**src/rtl/cnn_kernel_serial_mac_pkg.sv**
```systemverilog
// Shared definitions for the serial CNN kernel MAC: default geometry, FSM states, tap helpers.
// Result reduction mode is selected by CNN_KERNEL_SAT_EN (saturate) or its absence (truncate).
package cnn_kernel_serial_mac_pkg;

   localparam int unsigned DEF_KX       = 3;
   localparam int unsigned DEF_KY       = 3;
   localparam int unsigned DEF_DATA_LEN = 8;

   typedef enum logic {
      ST_IDLE = 1'b0,
      ST_MAC  = 1'b1
   } state_t;

   function automatic int unsigned tap_count(input int unsigned kx, input int unsigned ky);
      return kx * ky;
   endfunction

   // Tap counter needs at least one bit even for a 1x1 kernel.
   function automatic int unsigned cnt_width(input int unsigned taps);
      return (taps > 1) ? $clog2(taps) : 1;
   endfunction

endpackage

```
**src/rtl/cnn_kernel_serial_mac_mac_unit.sv**
```systemverilog
// Single-tap signed multiply-accumulate with final DATA_LEN reduction.
// CNN_KERNEL_SAT_EN defined: saturate the result; undefined: two's-complement truncate.
module cnn_mac_unit
   import cnn_kernel_serial_mac_pkg::*;
#(
   parameter int unsigned DATA_LEN = DEF_DATA_LEN,
   parameter int unsigned ACC_LEN  = 2 * DEF_DATA_LEN + 4
) (
   input  logic [DATA_LEN-1:0] i_weight,
   input  logic [DATA_LEN-1:0] i_fmap,
   input  logic [ACC_LEN-1:0]  i_acc,
   output logic [ACC_LEN-1:0]  o_acc_next,
   output logic [DATA_LEN-1:0] o_result
);

   logic signed [2*DATA_LEN-1:0] product;
   logic signed [ACC_LEN-1:0]    product_ext;
   logic signed [ACC_LEN-1:0]    sum;

   assign product     = $signed(i_weight) * $signed(i_fmap);
   assign product_ext = ACC_LEN'(product);
   assign sum         = $signed(i_acc) + product_ext;
   assign o_acc_next  = sum;

`ifdef CNN_KERNEL_SAT_EN
   localparam logic signed [ACC_LEN-1:0] SAT_MAX =
      {{(ACC_LEN-DATA_LEN+1){1'b0}}, {(DATA_LEN-1){1'b1}}};
   localparam logic signed [ACC_LEN-1:0] SAT_MIN =
      {{(ACC_LEN-DATA_LEN+1){1'b1}}, {(DATA_LEN-1){1'b0}}};

   always_comb begin
      o_result = sum[DATA_LEN-1:0];
      if (sum > SAT_MAX) begin
         o_result = {1'b0, {(DATA_LEN-1){1'b1}}};
      end else if (sum < SAT_MIN) begin
         o_result = {1'b1, {(DATA_LEN-1){1'b0}}};
      end
   end
`else
   assign o_result = sum[DATA_LEN-1:0];
`endif

endmodule

```
**src/rtl/cnn_kernel_serial_mac.sv**
```systemverilog
// Serial KXxKY signed dot-product responder: capture on load pulse, one MAC per clock, valid pulse.
// Result reduction follows CNN_KERNEL_SAT_EN (saturate when defined, truncate otherwise).
module cnn_kernel_serial_mac
   import cnn_kernel_serial_mac_pkg::*;
#(
   parameter int unsigned KX       = DEF_KX,
   parameter int unsigned KY       = DEF_KY,
   parameter int unsigned DATA_LEN = DEF_DATA_LEN,
   parameter int unsigned ACC_LEN  = 2 * DATA_LEN + $clog2(KX * KY)
) (
   input  logic                     clk,
   input  logic                     reset,
   input  logic                     i_soft_reset,
   input  logic                     i_in_valid,
   input  logic [KX*KY*DATA_LEN-1:0] i_cnn_weight,
   input  logic [KX*KY*DATA_LEN-1:0] i_in_fmap,
   output logic                     o_ready,
   output logic                     o_ot_valid,
   output logic [DATA_LEN-1:0]      o_ot_kernel_acc,
   output logic                     o_drop
);

   localparam int unsigned    TAPS   = tap_count(KX, KY);
   localparam int unsigned    K_W    = cnt_width(TAPS);
   localparam logic [K_W-1:0] K_LAST = K_W'(TAPS - 1);

   state_t              state;
   state_t              state_nxt;
   logic [K_W-1:0]      k;
   logic [ACC_LEN-1:0]  acc;
   logic [ACC_LEN-1:0]  acc_nxt;
   logic [DATA_LEN-1:0] mac_result;
   logic [DATA_LEN-1:0] w_cap [TAPS];
   logic [DATA_LEN-1:0] x_cap [TAPS];
   logic                last_tap;
   logic                accept;

   assign last_tap = (k == K_LAST);
   assign accept   = (state == ST_IDLE) && i_in_valid && !i_soft_reset;

   always_ff @(posedge clk or posedge reset) begin
      if (reset) begin
         state <= ST_IDLE;
      end else begin
         state <= state_nxt;
      end
   end

   always_comb begin
      state_nxt = state;
      if (i_soft_reset) begin
         state_nxt = ST_IDLE;
      end else begin
         unique case (state)
            ST_IDLE: if (i_in_valid) state_nxt = ST_MAC;
            ST_MAC:  if (last_tap)   state_nxt = ST_IDLE;
            default: state_nxt = ST_IDLE;
         endcase
      end
   end

   always_comb begin
      o_ready = (state == ST_IDLE);
   end

   // Buses are unpacked into per-tap registers so the MAC indexes by k directly.
   always_ff @(posedge clk) begin
      if (accept) begin
         for (int unsigned t = 0; t < TAPS; t++) begin
            w_cap[t] <= i_cnn_weight[t*DATA_LEN +: DATA_LEN];
            x_cap[t] <= i_in_fmap[t*DATA_LEN +: DATA_LEN];
         end
      end
   end

   always_ff @(posedge clk or posedge reset) begin
      if (reset) begin
         k               <= '0;
         acc             <= '0;
         o_ot_valid      <= 1'b0;
         o_drop          <= 1'b0;
         o_ot_kernel_acc <= '0;
      end else begin
         o_ot_valid <= 1'b0;
         o_drop     <= 1'b0;
         if (i_soft_reset) begin
            k               <= '0;
            acc             <= '0;
            o_ot_kernel_acc <= '0;
         end else if (state == ST_IDLE) begin
            if (i_in_valid) begin
               k   <= '0;
               acc <= '0;
            end
         end else begin
            acc    <= acc_nxt;
            o_drop <= i_in_valid;
            if (last_tap) begin
               k               <= '0;
               o_ot_kernel_acc <= mac_result;
               o_ot_valid      <= 1'b1;
            end else begin
               k <= k + 1'b1;
            end
         end
      end
   end

   cnn_mac_unit #(
      .DATA_LEN (DATA_LEN),
      .ACC_LEN  (ACC_LEN)
   ) u_mac (
      .i_weight   (w_cap[k]),
      .i_fmap     (x_cap[k]),
      .i_acc      (acc),
      .o_acc_next (acc_nxt),
      .o_result   (mac_result)
   );

endmodule

```
**config.mk**
```make
export PLATFORM = sky130hd
export DESIGN_NAME = cnn_kernel_serial_mac
export DESIGN_NICKNAME = d
export VERILOG_FILES = /design/src/rtl/cnn_kernel_serial_mac_pkg.sv /design/src/rtl/cnn_kernel_serial_mac_mac_unit.sv /design/src/rtl/cnn_kernel_serial_mac.sv
export SDC_FILE = /design/constraint.sdc
export NUM_CORES = 1
export LEC_CHECK = 0
export ABC_AREA = 1
export CORE_UTILIZATION = 56
export CTS_CLUSTER_DIAMETER = 150
export DETAILED_ROUTE_END_ITERATION = 10
export GPL_TIMING_DRIVEN = 0
export PLACE_DENSITY = 0.89
export SLEW_MARGIN = 40
export SYNTH_ARGS = -nofsm -noshare
export SYNTH_HDL_FRONTEND = slang
export SYNTH_SLANG_ARGS = --single-unit
```
**constraint.sdc**
```tcl
create_clock -name clk -period 16 [get_ports clk]
set_input_delay 3.2 -clock clk [delete_from_list [all_inputs] [get_ports clk]]
set_output_delay 3.2 -clock clk [all_outputs]
set_load 0.03 [all_outputs]
```
==> impl_metrics.env <==
export IMPL_status="complete, no violations"
export IMPL_areaGrowthSynthToFinish_pct=32.00
export IMPL_clkSinkCount=167
export IMPL_final_hold_viol_count=0
export IMPL_syn_nets=959
export IMPL_dp_final_hpwl_um=14490
export IMPL_diodes=0
export IMPL_vias=6511
export IMPL_setup_violations=0
export IMPL_critical_path_arrival_ns=5.82
export IMPL_worstSetupEndpointType="flop"
export IMPL_grt_pass1_wl_um=33070
export IMPL_slew_viol_final=0
export IMPL_power_frac_seq_pct=27.7
export IMPL_ys_async_sr_fraction_pct=13.77
export IMPL_sw_frac_of_total_pct=40.37
export IMPL_clkPwrFrac_pct=22.3
export IMPL_yosys_warnings=0
export IMPL_finalSetupTns_ns=0
export IMPL_ys_flop_type="edfxtp_1"
export IMPL_io_pins=159
export IMPL_synthCells=771
export IMPL_cts_resized=0
export IMPL_maxCapViolations=0
export IMPL_drive_above_1_share_pct=7.645
export IMPL_die_width_um=121.4
export IMPL_hold_path_class="reg -> reg"
export IMPL_antenna_found_initial=0
export IMPL_fillers=850
export IMPL_die_h_um=121.4
export IMPL_powerDensity_nw_per_um2=175.6
export IMPL_fin_worst_skew_ns=0.009101
export IMPL_ys_ff_latch=167
export IMPL_cts_clk_slew_worst_paths_ns=0.06
export IMPL_clk_path_buf_depth=2
export IMPL_row_count=43
export IMPL_post_cts_buffers=0
export IMPL_cp_required_ns=16.32
export IMPL_avgRoutedWirePerCell_um=18.58
export IMPL_rsz0062_at_grt="no"
export IMPL_ir_drop_mv=0.1068
export IMPL_numCtsBuffers=17
export IMPL_vias_per_cell=5.672
export IMPL_die_area_um2=14750
export IMPL_totalWireLength_um=21330
export IMPL_drt_iter0_drc=571
export IMPL_fin_nets=1143
export IMPL_ys_seq_area_share_pct=61.33
export IMPL_post_dp_cell_area_um2=9958
export IMPL_portBuffers=158
export IMPL_cts_htree_levels=4
export IMPL_p_int_mw=1.104
export IMPL_design_area_um2=10550
export IMPL_syn_avg_cell_area_um2=10.36
export IMPL_max_slew_worst_pin_slew_ns=0.5394
export IMPL_path_class="reg -> reg"
export IMPL_grt_overflow_total=0
export IMPL_synth_area_um2=7989
export IMPL_period_minus_slack_ns=5.497
export IMPL_postRouteAntennaNets=0
export IMPL_p_switching_uw=747.4
export IMPL_firstDrtPassIters=5
export IMPL_grt_max_degree=25
export IMPL_gp_congestion=0.8729
export IMPL_pwr_share_comb_pct=50.0
export IMPL_min_period_over_period_pct=34.35
export IMPL_start_util_pct=57.55
export IMPL_max_freq_mhz=181.9
export IMPL_grt_usage_pct=30.81
export IMPL_postCtsHoldBufs=0
export IMPL_p_leak_nw=4.576
export IMPL_route_detailed_drc=0
export IMPL_slew_headroom_pct=63.91
export IMPL_insertion_delay_ns=0.44
export IMPL_clockRootBuffer="clkbuf_16"
export IMPL_start_kind="flop"
export IMPL_post_synth_num_cell_types=30
export IMPL_core_um2=13880
export IMPL_grt_pass1_vias=6664
export IMPL_synth_edf_count=144
export IMPL_cts_tree="built"
export IMPL_path_max_fanout=10
## power by group through the flow
stage                     Combinational, mW  Sequential, mW  Clock, mW
after floorplan                       0.645           0.525          0
after global placement                0.843           0.526          0
after detailed placement              0.889           0.521          0
after CTS                             0.916           0.513      0.411
after global routing                   1.05           0.514      0.429
final                                 0.926           0.513      0.412
## kinds of logic after synthesis
kind of cell | count (synthesis) | synth area share, %
flops | 167 | 61.33
xor+xnor | 4 | 0.4385
buf+inv | 127 | 7.063
fa+ha+maj | 40 | 7.956
simple gates | 389 | 20.16
compound gates | 44 | 3.054
## worst paths after layout
| check | start | to | slack [ns] | cells after the start |
|---|---|---|---|---|
| setup / recovery | k[0]$_DFFE_PP0P_ | acc[7]$_DFFE_PP0P_ | 10.50 | 26 |
| setup reg to reg | k[0]$_DFFE_PP0P_ | acc[7]$_DFFE_PP0P_ | 10.50 | 26 |
| max in group asynchronous | reset | o_ot_kernel_acc[4]$_DFFE_PP0P_ | 12.55 | 2 |
| min in group asynchronous | reset | o_ot_kernel_acc[7]$_DFFE_PP0P_ | 3.12 | 2 |
| hold reg to reg | o_ot_kernel_acc[3]$_DFFE_PP0P_ | o_ot_kernel_acc[3]$_DFFE_PP0P_ | 0.47 | 2 |
| hold / removal | o_ot_kernel_acc[3]$_DFFE_PP0P_ | o_ot_kernel_acc[3]$_DFFE_PP0P_ | 0.47 | 2 |
## cell usage in the layout (no fill, tap or decap), types with 2 or more instances in the layout
| master | count |
|---|---|
| a21oi_1 | 4 |
| a22o_1 | 2 |
| buf_16 | 4 |
| buf_2 | 14 |
| buf_4 | 6 |
| buf_6 | 6 |
| buf_8 | 3 |
| bufinv_16 | 3 |
| clkbuf_1 | 2 |
| clkbuf_16 | 17 |
| clkdlybuf4s50_1 | 158 |
| clkinv_1 | 3 |
| clkinv_2 | 4 |
| clkinvlp_4 | 3 |
| dfrtp_1 | 23 |
| edfxtp_1 | 144 |
| fa_1 | 18 |
| ha_1 | 22 |
| inv_1 | 94 |
| inv_2 | 3 |
| nand2_1 | 238 |
| nand2_2 | 5 |
| nand3_1 | 90 |
| nand3b_1 | 3 |
| nor2_1 | 48 |
| o211ai_1 | 3 |
| o21ai_0 | 21 |
| o21ai_1 | 10 |
| o22ai_1 | 2 |
| xnor2_1 | 4 |
## metrics by stage
step | util, % | hold WS, ns | setup WS [ns] | instances | power, mW
finish | 75.97 | 0.4701 | 10.50 | 1148 | 1.851
global route | 75.97 | 0.4821 | 10.26 | 1148 | 1.997
CTS | 75.97 | 0.4764 | 10.58 | 1148 | 1.840
detailed placement | 71.74 | 0.4614 | 10.74 | 1116 | 1.411
global placement | 70.57 | 0.4575 | 3.526 | 1109 | 1.370
floorplan | - | 0.4697 | 5.994 | 771 | 1.171
## synthesized netlist by cell type, types with 2 or more instances
master	number	area share [%]
nand2_1	238	11
buf_6	6	0.85
fa_1	18	4.5
buf_2	14	0.88
nand3b_1	3	0.28
o211ai_1	3	0.28
o22ai_1	2	0.16
inv_2	2	0.094
clkinv_1	2	0.094
ha_1	22	3.4
o21ai_0	21	1.3
a22o_1	2	0.22
edfxtp_1	144	54
nand3_1	90	5.6
buf_4	6	0.56
nand2_2	5	0.39
a21oi_1	4	0.25
dfrtp_1	23	7.2
xnor2_1	4	0.44
inv_1	95	4.5
nor2_1	49	2.3
o21ai_1	10	0.63
## flip-flops by register name, summed over array words and instances (netlist names)
| register | count |
|---|---|
| o_ot_kernel_acc | 8 |
| o_drop | 1 |
| w_cap | 72 |
| acc | 8 |
| k | 4 |
| o_ot_valid | 1 |
| state | 1 |
| x_cap | 72 |
## cell type report
class | instances | area [um2] | share of cell area [%]
buffer | 27 | 186.4 | 1.768
clock buffer | 19 | 432.9 | 4.105
clock inverter | 13 | 153.9 | 1.459
inverter | 100 | 377.9 | 3.583
multi-input combinational | 477 | 2532 | 24.02
sequential | 167 | 4900 | 46.46
tap | 180 | 225.2 | 2.136
timing repair buffer | 165 | 1737 | 16.47
## worst max-delay path, cell delays in order, from the launching register on
cell and delay [ns]:
dfrtp_1 0.39, buf_6 0.16, inv_4 0.08, buf_2 0.28, nor2_1 0.08, nor2_1 0.13, o21ai_0 0.16, nand3_1 0.11
nand3_1 0.09, nand2_1 0.14, nand2_1 0.09, fa_1 0.52, fa_1 0.43, fa_1 0.49, inv_1 0.05, fa_1 0.48
ha_1 0.31, ha_1 0.36, nand2_1 0.09, nand2_1 0.05, a31oi_1 0.19, nand3b_1 0.18, nand2_1 0.11, xnor2_1 0.15
nand2_1 0.11, nand3_1 0.08, nand2_1 0.06
## per-layer routing
layer  global-route usage [%]  vias to the layer above  wire length, um
met5                        0                        -                0
met4                    18.60                        0             1156
met3                    8.130                      105             1813
met2                    51.60                      421            10790
met1                    35.31                     3090             7568
li1                         -                     2895                -
Note: power is estimated with default switching activity, not from simulation.
